`config.mk`:
```
export PLATFORM = sky130hd
export DESIGN_NAME = instr_fetch
export DESIGN_NICKNAME = d
export VERILOG_FILES = /design/src/rtl/instr_fetch.sv
export SDC_FILE = /design/constraint.sdc
export NUM_CORES = 1
export LEC_CHECK = 0
export ABC_AREA = 1
export CAP_MARGIN = 30
export CORE_MARGIN = 4
export CORE_UTILIZATION = 60
export DETAILED_ROUTE_END_ITERATION = 6
export DONT_BUFFER_PORTS = 1
export GPL_TIMING_DRIVEN = 0
export PLACE_DENSITY = 0.76
export SLEW_MARGIN = 0
export SYNTH_ARGS = -nofsm -noshare
export SYNTH_HDL_FRONTEND = slang
export SYNTH_SLANG_ARGS = --single-unit
```
`constraint.sdc`:
```
create_clock -name clk -period 10.7 [get_ports clk]
set_clock_uncertainty 0.1 [all_clocks]
set_input_delay 1.07 -clock clk [delete_from_list [all_inputs] [get_ports clk]]
set_output_delay 1.07 -clock clk [all_outputs]
set_load 0.03 [all_outputs]
```
`src/rtl/instr_fetch.sv`:
```
// Fetch stage: owns the PC, drives the instruction-memory word address, registers
// the returned word toward decode, follows JMP locally and takes execute redirects.
module instr_fetch #(
  parameter int unsigned MEM_DEPTH   = 11,
  parameter logic [31:0] RESET_PC    = 32'd0,
  parameter logic [5:0]  JMP_OPCODE  = 6'h02,
  parameter logic [5:0]  HALT_OPCODE = 6'h3F
) (
  input  logic        clk,
  input  logic        reset,
  input  logic        stall,
  input  logic        redir_valid,
  input  logic [31:0] redir_target,
  output logic [31:0] address,
  input  logic [31:0] instruction,
  output logic [31:0] instr_out,
  output logic [31:0] instr_pc,
  output logic        instr_valid,
  output logic        halted,
  output logic        addr_err,
  output logic [15:0] fetch_count
);

  typedef enum logic {S_RUN, S_HALT} state_e;

  state_e      state_q, state_d;
  logic [31:0] pc_q, pc_d;
  logic [31:0] instr_out_q, instr_out_d;
  logic [31:0] instr_pc_q, instr_pc_d;
  logic        instr_valid_q, instr_valid_d;
  logic        addr_err_q, addr_err_d;
  logic [15:0] fetch_count_q, fetch_count_d;

  logic [5:0]  opcode;
  logic [31:0] pc_inc;
  logic [15:0] count_inc;

  assign opcode    = instruction[31:26];
  assign pc_inc    = (pc_q == 32'(MEM_DEPTH) - 32'd1) ? 32'd0 : pc_q + 32'd1;
  assign count_inc = (fetch_count_q == 16'hFFFF) ? fetch_count_q : fetch_count_q + 16'd1;

  always_comb begin
    state_d       = state_q;
    pc_d          = pc_q;
    instr_out_d   = instr_out_q;
    instr_pc_d    = instr_pc_q;
    instr_valid_d = instr_valid_q;
    addr_err_d    = addr_err_q;
    fetch_count_d = fetch_count_q;
    if (state_q == S_HALT) begin
      instr_valid_d = 1'b0;
    end else if (redir_valid) begin
      // Redirect wins over stall so a taken branch is never lost.
      pc_d          = redir_target;
      instr_valid_d = 1'b0;
    end else if (stall) begin
      instr_valid_d = instr_valid_q;
    end else if (pc_q >= 32'(MEM_DEPTH)) begin
      addr_err_d    = 1'b1;
      state_d       = S_HALT;
      instr_valid_d = 1'b0;
    end else if (opcode == JMP_OPCODE) begin
      pc_d          = {7'b0, instruction[24:0]};
      instr_valid_d = 1'b0;
    end else begin
      instr_out_d   = instruction;
      instr_pc_d    = pc_q;
      instr_valid_d = 1'b1;
      fetch_count_d = count_inc;
      if (opcode == HALT_OPCODE) state_d = S_HALT;
      else                       pc_d    = pc_inc;
    end
  end

  always_ff @(posedge clk or posedge reset) begin
    if (reset) begin
      state_q       <= S_RUN;
      pc_q          <= RESET_PC;
      instr_out_q   <= '0;
      instr_pc_q    <= '0;
      instr_valid_q <= 1'b0;
      addr_err_q    <= 1'b0;
      fetch_count_q <= '0;
    end else begin
      state_q       <= state_d;
      pc_q          <= pc_d;
      instr_out_q   <= instr_out_d;
      instr_pc_q    <= instr_pc_d;
      instr_valid_q <= instr_valid_d;
      addr_err_q    <= addr_err_d;
      fetch_count_q <= fetch_count_d;
    end
  end

  assign address     = pc_q;
  assign instr_out   = instr_out_q;
  assign instr_pc    = instr_pc_q;
  assign instr_valid = instr_valid_q;
  assign halted      = (state_q == S_HALT);
  assign addr_err    = addr_err_q;
  assign fetch_count = fetch_count_q;

endmodule

```
==> results.md <==
| Stage | Metric | Value |
| --- | --- | --- |
| outcome | Result of the run | completed |
| timing | Final worst-path cycle share | 26.5% |
| logic synthesis | Commonest cells in the synthesized netlist | sky130_fd_sc_hd__nand2_1 (345), sky130_fd_sc_hd__nor2_1 (133), sky130_fd_sc_hd__dfrtp_1 (115), sky130_fd_sc_hd__inv_1 (86), sky130_fd_sc_hd__nand3_1 (55) |
| run | Maximum capacitance violations | 0 |
| final layout | Share of post-route cells with drive strength above 1 | 6.02% |
| critical path | Required time of the critical path | 11.02 ns |
| critical path | Nature of the critical path endpoint | flip-flop |
| logic synthesis | Syn Nets | 935 |
| clock tree | Hold buffer count at cts | 0 |
| floorplan | Die Height | 108 um |
| detailed routing | Avg WL per Cell | 17.1 um |
| clock tree | Post-cts gate resize count | 0 |
| critical path | Startpoint of the lowest-slack register-to-register path | address[0] |
| timing | Headroom to the max-slew limit | 51.0% |
| pwr | NetSw | 357 uW |
| placement | GPL Wtd Cong | 0.924 |
| logic synthesis | Cell accounting for the most synthesized area | sky130_fd_sc_hd__dfrtp_1 |
| logic synthesis | Part of the Yosys area used for sequential elements | 47.8% |
| detailed routing | Length of the first detailed-routing pass in iterations | 5 |
| global route | First-pass GRT wire length | 28,600 um |
| detailed routing | Vias after detailed routing | 5,646 |
| global route | Via count of the first global-routing pass | 5,596 |
| final layout | Layout Cell Area excl Fill | 6800 um^2 |
| final layout | Growth of design area from synthesis to finish | 12.8% |
| logic synthesis | Post-Syn Area per Cell | 6.97 um^2 |
| global route | Maximum number of pins on one net before global-route repair | 60 |
| pwr | Cell-internal power | 776 uW |
| clock tree | Clk Tree Root Cell | sky130_fd_sc_hd__clkbuf_8 |
| pwr | Sw Share | 31.5% |
| placement | Port-buffer cells | 0 |
| global route | Initial antenna violation count | 0 |
| clock tree | CTS tree | yes |
| detailed routing | Detailed router's first-iteration violation count | 500 |
| logic synthesis | Number of different library cells in the post-synthesis netlist | 24 |
| final layout | Number of fill cells in the layout | 870 |
| final layout | Nets | 955 |
| timing | Number of endpoints with negative hold slack in the final report | 0 |
| floorplan | Floorplan die area | 11,700 um^2 |
| critical path | Worst reg-to-reg setup slack | 7.86 ns |
| critical path | Arrival time of data at the critical path endpoint | 3.15 ns |
| clock tree | Clock slew at reported path FFs | 0.06 ns |
| global route | Total gr overflow | 0 |
| logic synthesis | Post-synthesis instance total | 864 |
| timing | Fin. max-slew vios | 0 |
| timing | Final setup vio count | 0 |
| final layout | Antenna diode count | 0 |
| critical path | Critical path startpoint category | flip-flop |
| final layout | Filler-free cell count of the finished design | 1,030 |
| placement | Placement Setup Slack | 7.64 ns |
| clock tree | # Post-CTS Setup Buffers | 0 |
| logic synthesis | Warning count from the yosys run | 0 |
| clock tree | Number of buffers created by CTS | 17 |
| clock tree | Clock sink total | 115 |
| timing | Highest clock frequency the design can meet | 353 MHz |
| pwr | Peak VDD IR | 0.102 mV |
| pwr | Combinational Power Share | 6.1% |
| logic synthesis | Post-synthesis instance area | 6030 um^2 |
| placement | Number of placed instances, taps included | 998 |
| logic synthesis | Synth top area share | 47.8% |
| pwr | Share of total power in sequential cells | 45.8% |
| pwr | Part of the total power dissipated in the clock network | 48.1% |
| floorplan | Total core area | 9770 um^2 |
| critical path | Logic depth of the worst register-to-register path | 10 |
| timing | Fin Setup TNS | 0 ns |
| placement | DPL Wire Length | 13,400 um |
| floorplan | Row cnt | 36 |
| placement | Placement Cell Area | 6220 um^2 |
| timing | Setup repair after global routing missed its margin | no |
| pwr | Static leakage power | 0.00356 uW |
| clock tree | Number of H-tree branching levels | 4 |
| timing | Min Clock Period, post-route | 2.84 ns |
| clock tree | Buffer depth of the longest clock path | 2 |
| detailed routing | Total Wirelength | 17,700 um |
| detailed routing | Number of nets with antenna violations after detailed routing | 0 |
| logic synthesis | Most frequently used cell type in the post-synthesis netlist | sky130_fd_sc_hd__nand2_1 |
| critical path | Critical path peak fanout | 10 |
| detailed routing | DR DRC count | 0 |
| timing | Least-Margin Pin Slew | 0.735 ns |
| logic synthesis | Share of synthesized flip-flops with an asynchronous set or reset | 100% |
| pwr | Pwr per Cell Area | 167 nW/um^2 |
| clock tree | Clock Latency Late Sink | 0.53 ns |
| floorplan | Effective utilization at floorplan | 61.6% |
| floorplan | Die extent in x | 108 um |
| critical path | Destination of the worst register-to-register timing path | fetch_count[8] |
| timing | Final worst slack | 7.86 ns |
| logic synthesis | Number of enable-type register cells in the synthesized netlist | 0 |
| worst hold path | Worst hold-check path type | primary input to asynchronous set/reset pin |
| critical path | Type of the setup path with the least slack | flip-flop to flip-flop |
| detailed routing | Post-DR vias/cell | 5.48 |
| logic synthesis | Most used flip-flop cell after synthesis | sky130_fd_sc_hd__dfrtp_1 |
| logic synthesis | Area contributors post-synth | sky130_fd_sc_hd__dfrtp_1 (48%), sky130_fd_sc_hd__nand2_1 (21%), sky130_fd_sc_hd__nor2_1 (8.3%), sky130_fd_sc_hd__inv_1 (5.4%), sky130_fd_sc_hd__nand3_1 (4.6%) |
| global route | Global router's overall resource usage | 32.1% |
| floorplan | Number of top-level pins | 183 |
| logic synthesis | Flops & latches, synth | 115 |
## worst max-delay path, cell delays in order (launching register included)
cell and delay, ns:
sky130_fd_sc_hd__dfrtp_1 0.59, sky130_fd_sc_hd__ha_1 0.38, sky130_fd_sc_hd__o21ai_1 0.14, sky130_fd_sc_hd__nand2_1 0.08, sky130_fd_sc_hd__nor2_1 0.18, sky130_fd_sc_hd__nand2_1 0.13, sky130_fd_sc_hd__nor3_4 0.42, sky130_fd_sc_hd__nand2_1 0.27
sky130_fd_sc_hd__buf_2 0.27, sky130_fd_sc_hd__nand2_1 0.08, sky130_fd_sc_hd__nand2_1 0.06
## layer usage
| metal | GRT usage (%) | wire, um | vias up |
|---|---|---|---|
| li1 | - | - | 2698 |
| met1 | 41.1 | 6930 | 2621 |
| met2 | 50.4 | 8100 | 292 |
| met3 | 12.0 | 2250 | 35 |
| met4 | 10.9 | 378 | 0 |
| met5 | 0 | 0 | - |
## placed cells by master (no fill, tap or decap)
master,n
sky130_fd_sc_hd__nand2_1,345
sky130_fd_sc_hd__nor2_1,133
sky130_fd_sc_hd__dfrtp_1,115
sky130_fd_sc_hd__inv_1,85
sky130_fd_sc_hd__nand3_1,55
sky130_fd_sc_hd__o21ai_0,35
sky130_fd_sc_hd__clkbuf_1,16
sky130_fd_sc_hd__clkbuf_16,16
sky130_fd_sc_hd__nand4_1,12
sky130_fd_sc_hd__buf_2,12
sky130_fd_sc_hd__xor2_1,11
sky130_fd_sc_hd__xnor2_1,8
sky130_fd_sc_hd__a21oi_1,7
sky130_fd_sc_hd__nor3_1,6
sky130_fd_sc_hd__inv_2,6
sky130_fd_sc_hd__inv_6,4
sky130_fd_sc_hd__inv_8,4
sky130_fd_sc_hd__a22oi_1,3
sky130_fd_sc_hd__ha_1,3
sky130_fd_sc_hd__clkinv_8,3
sky130_fd_sc_hd__o21bai_1,2
sky130_fd_sc_hd__clkinv_1,2
sky130_fd_sc_hd__buf_1,2
sky130_fd_sc_hd__clkinv_4,2
sky130_fd_sc_hd__clkinvlp_4,2
sky130_fd_sc_hd__nand3b_1,1
sky130_fd_sc_hd__a31oi_1,1
sky130_fd_sc_hd__inv_4,1
sky130_fd_sc_hd__o21ai_1,1
sky130_fd_sc_hd__nor3_4,1
sky130_fd_sc_hd__or2_2,1
sky130_fd_sc_hd__clkbuf_8,1
sky130_fd_sc_hd__buf_16,1
## power by group through the flow
stage	Combinational (uW)	Clock, uW	Sequential (uW)
detailed placement	68.6	0	526
global route	81.8	574	521
global placement	64.3	0	525
CTS	69.5	548	518
finish	69.5	545	518
floorplan	52.4	0	517
## metrics by stage
stage	hold WS, ns	util (%)	power (uW)
final	0.422	69.5	1130
after global routing	0.479	69.5	1180
after CTS	0.448	69.5	1140
after detailed placement	0.550	63.7	595
after global placement	0.549	63.4	590
after floorplan	0.535	-	569
## flip-flops by register name (all words and copies together) (netlist names)
signal       flops
instr_out       32
halted           1
addr_err         1
instr_valid      1
address         32
fetch_count     16
instr_pc        32
## worst max path at each step
stage | from | endpoint | cells past startpoint
floorplan | reset | addr_err | 1
global placement | reset | address[19] | 1
detailed placement | instruction[27] | fetch_count[8] | 9
CTS | address[0] | fetch_count[8] | 10
global route | address[0] | fetch_count[8] | 10
finish | address[0] | fetch_count[8] | 10
## area by class of cell
class	instances	area, um^2	share of cell area (%)
plain buffers	30	128	1.88
clock buffers	17	414	6.09
clock inverters	15	161	2.37
inverters	94	355	5.23
multi-input cells	625	2670	39.2
flip-flops and latches	115	2880	42.3
well taps	133	166	2.45
repair buffers	1	27.5	0.405
## logic make-up after synthesis
logic type / after synthesis / share of synthesized area (%)
AO/OA/AOI/OAI: 49 / 4.30
flip-flops: 115 / 47.8
AND/OR/NAND/NOR: 554 / 36.6
adder cells (fa/ha/maj): 3 / 0.623
buffers and inverters: 124 / 7.97
XOR/XNOR: 19 / 2.76
Note: power is estimated with default switching activity, not from simulation.
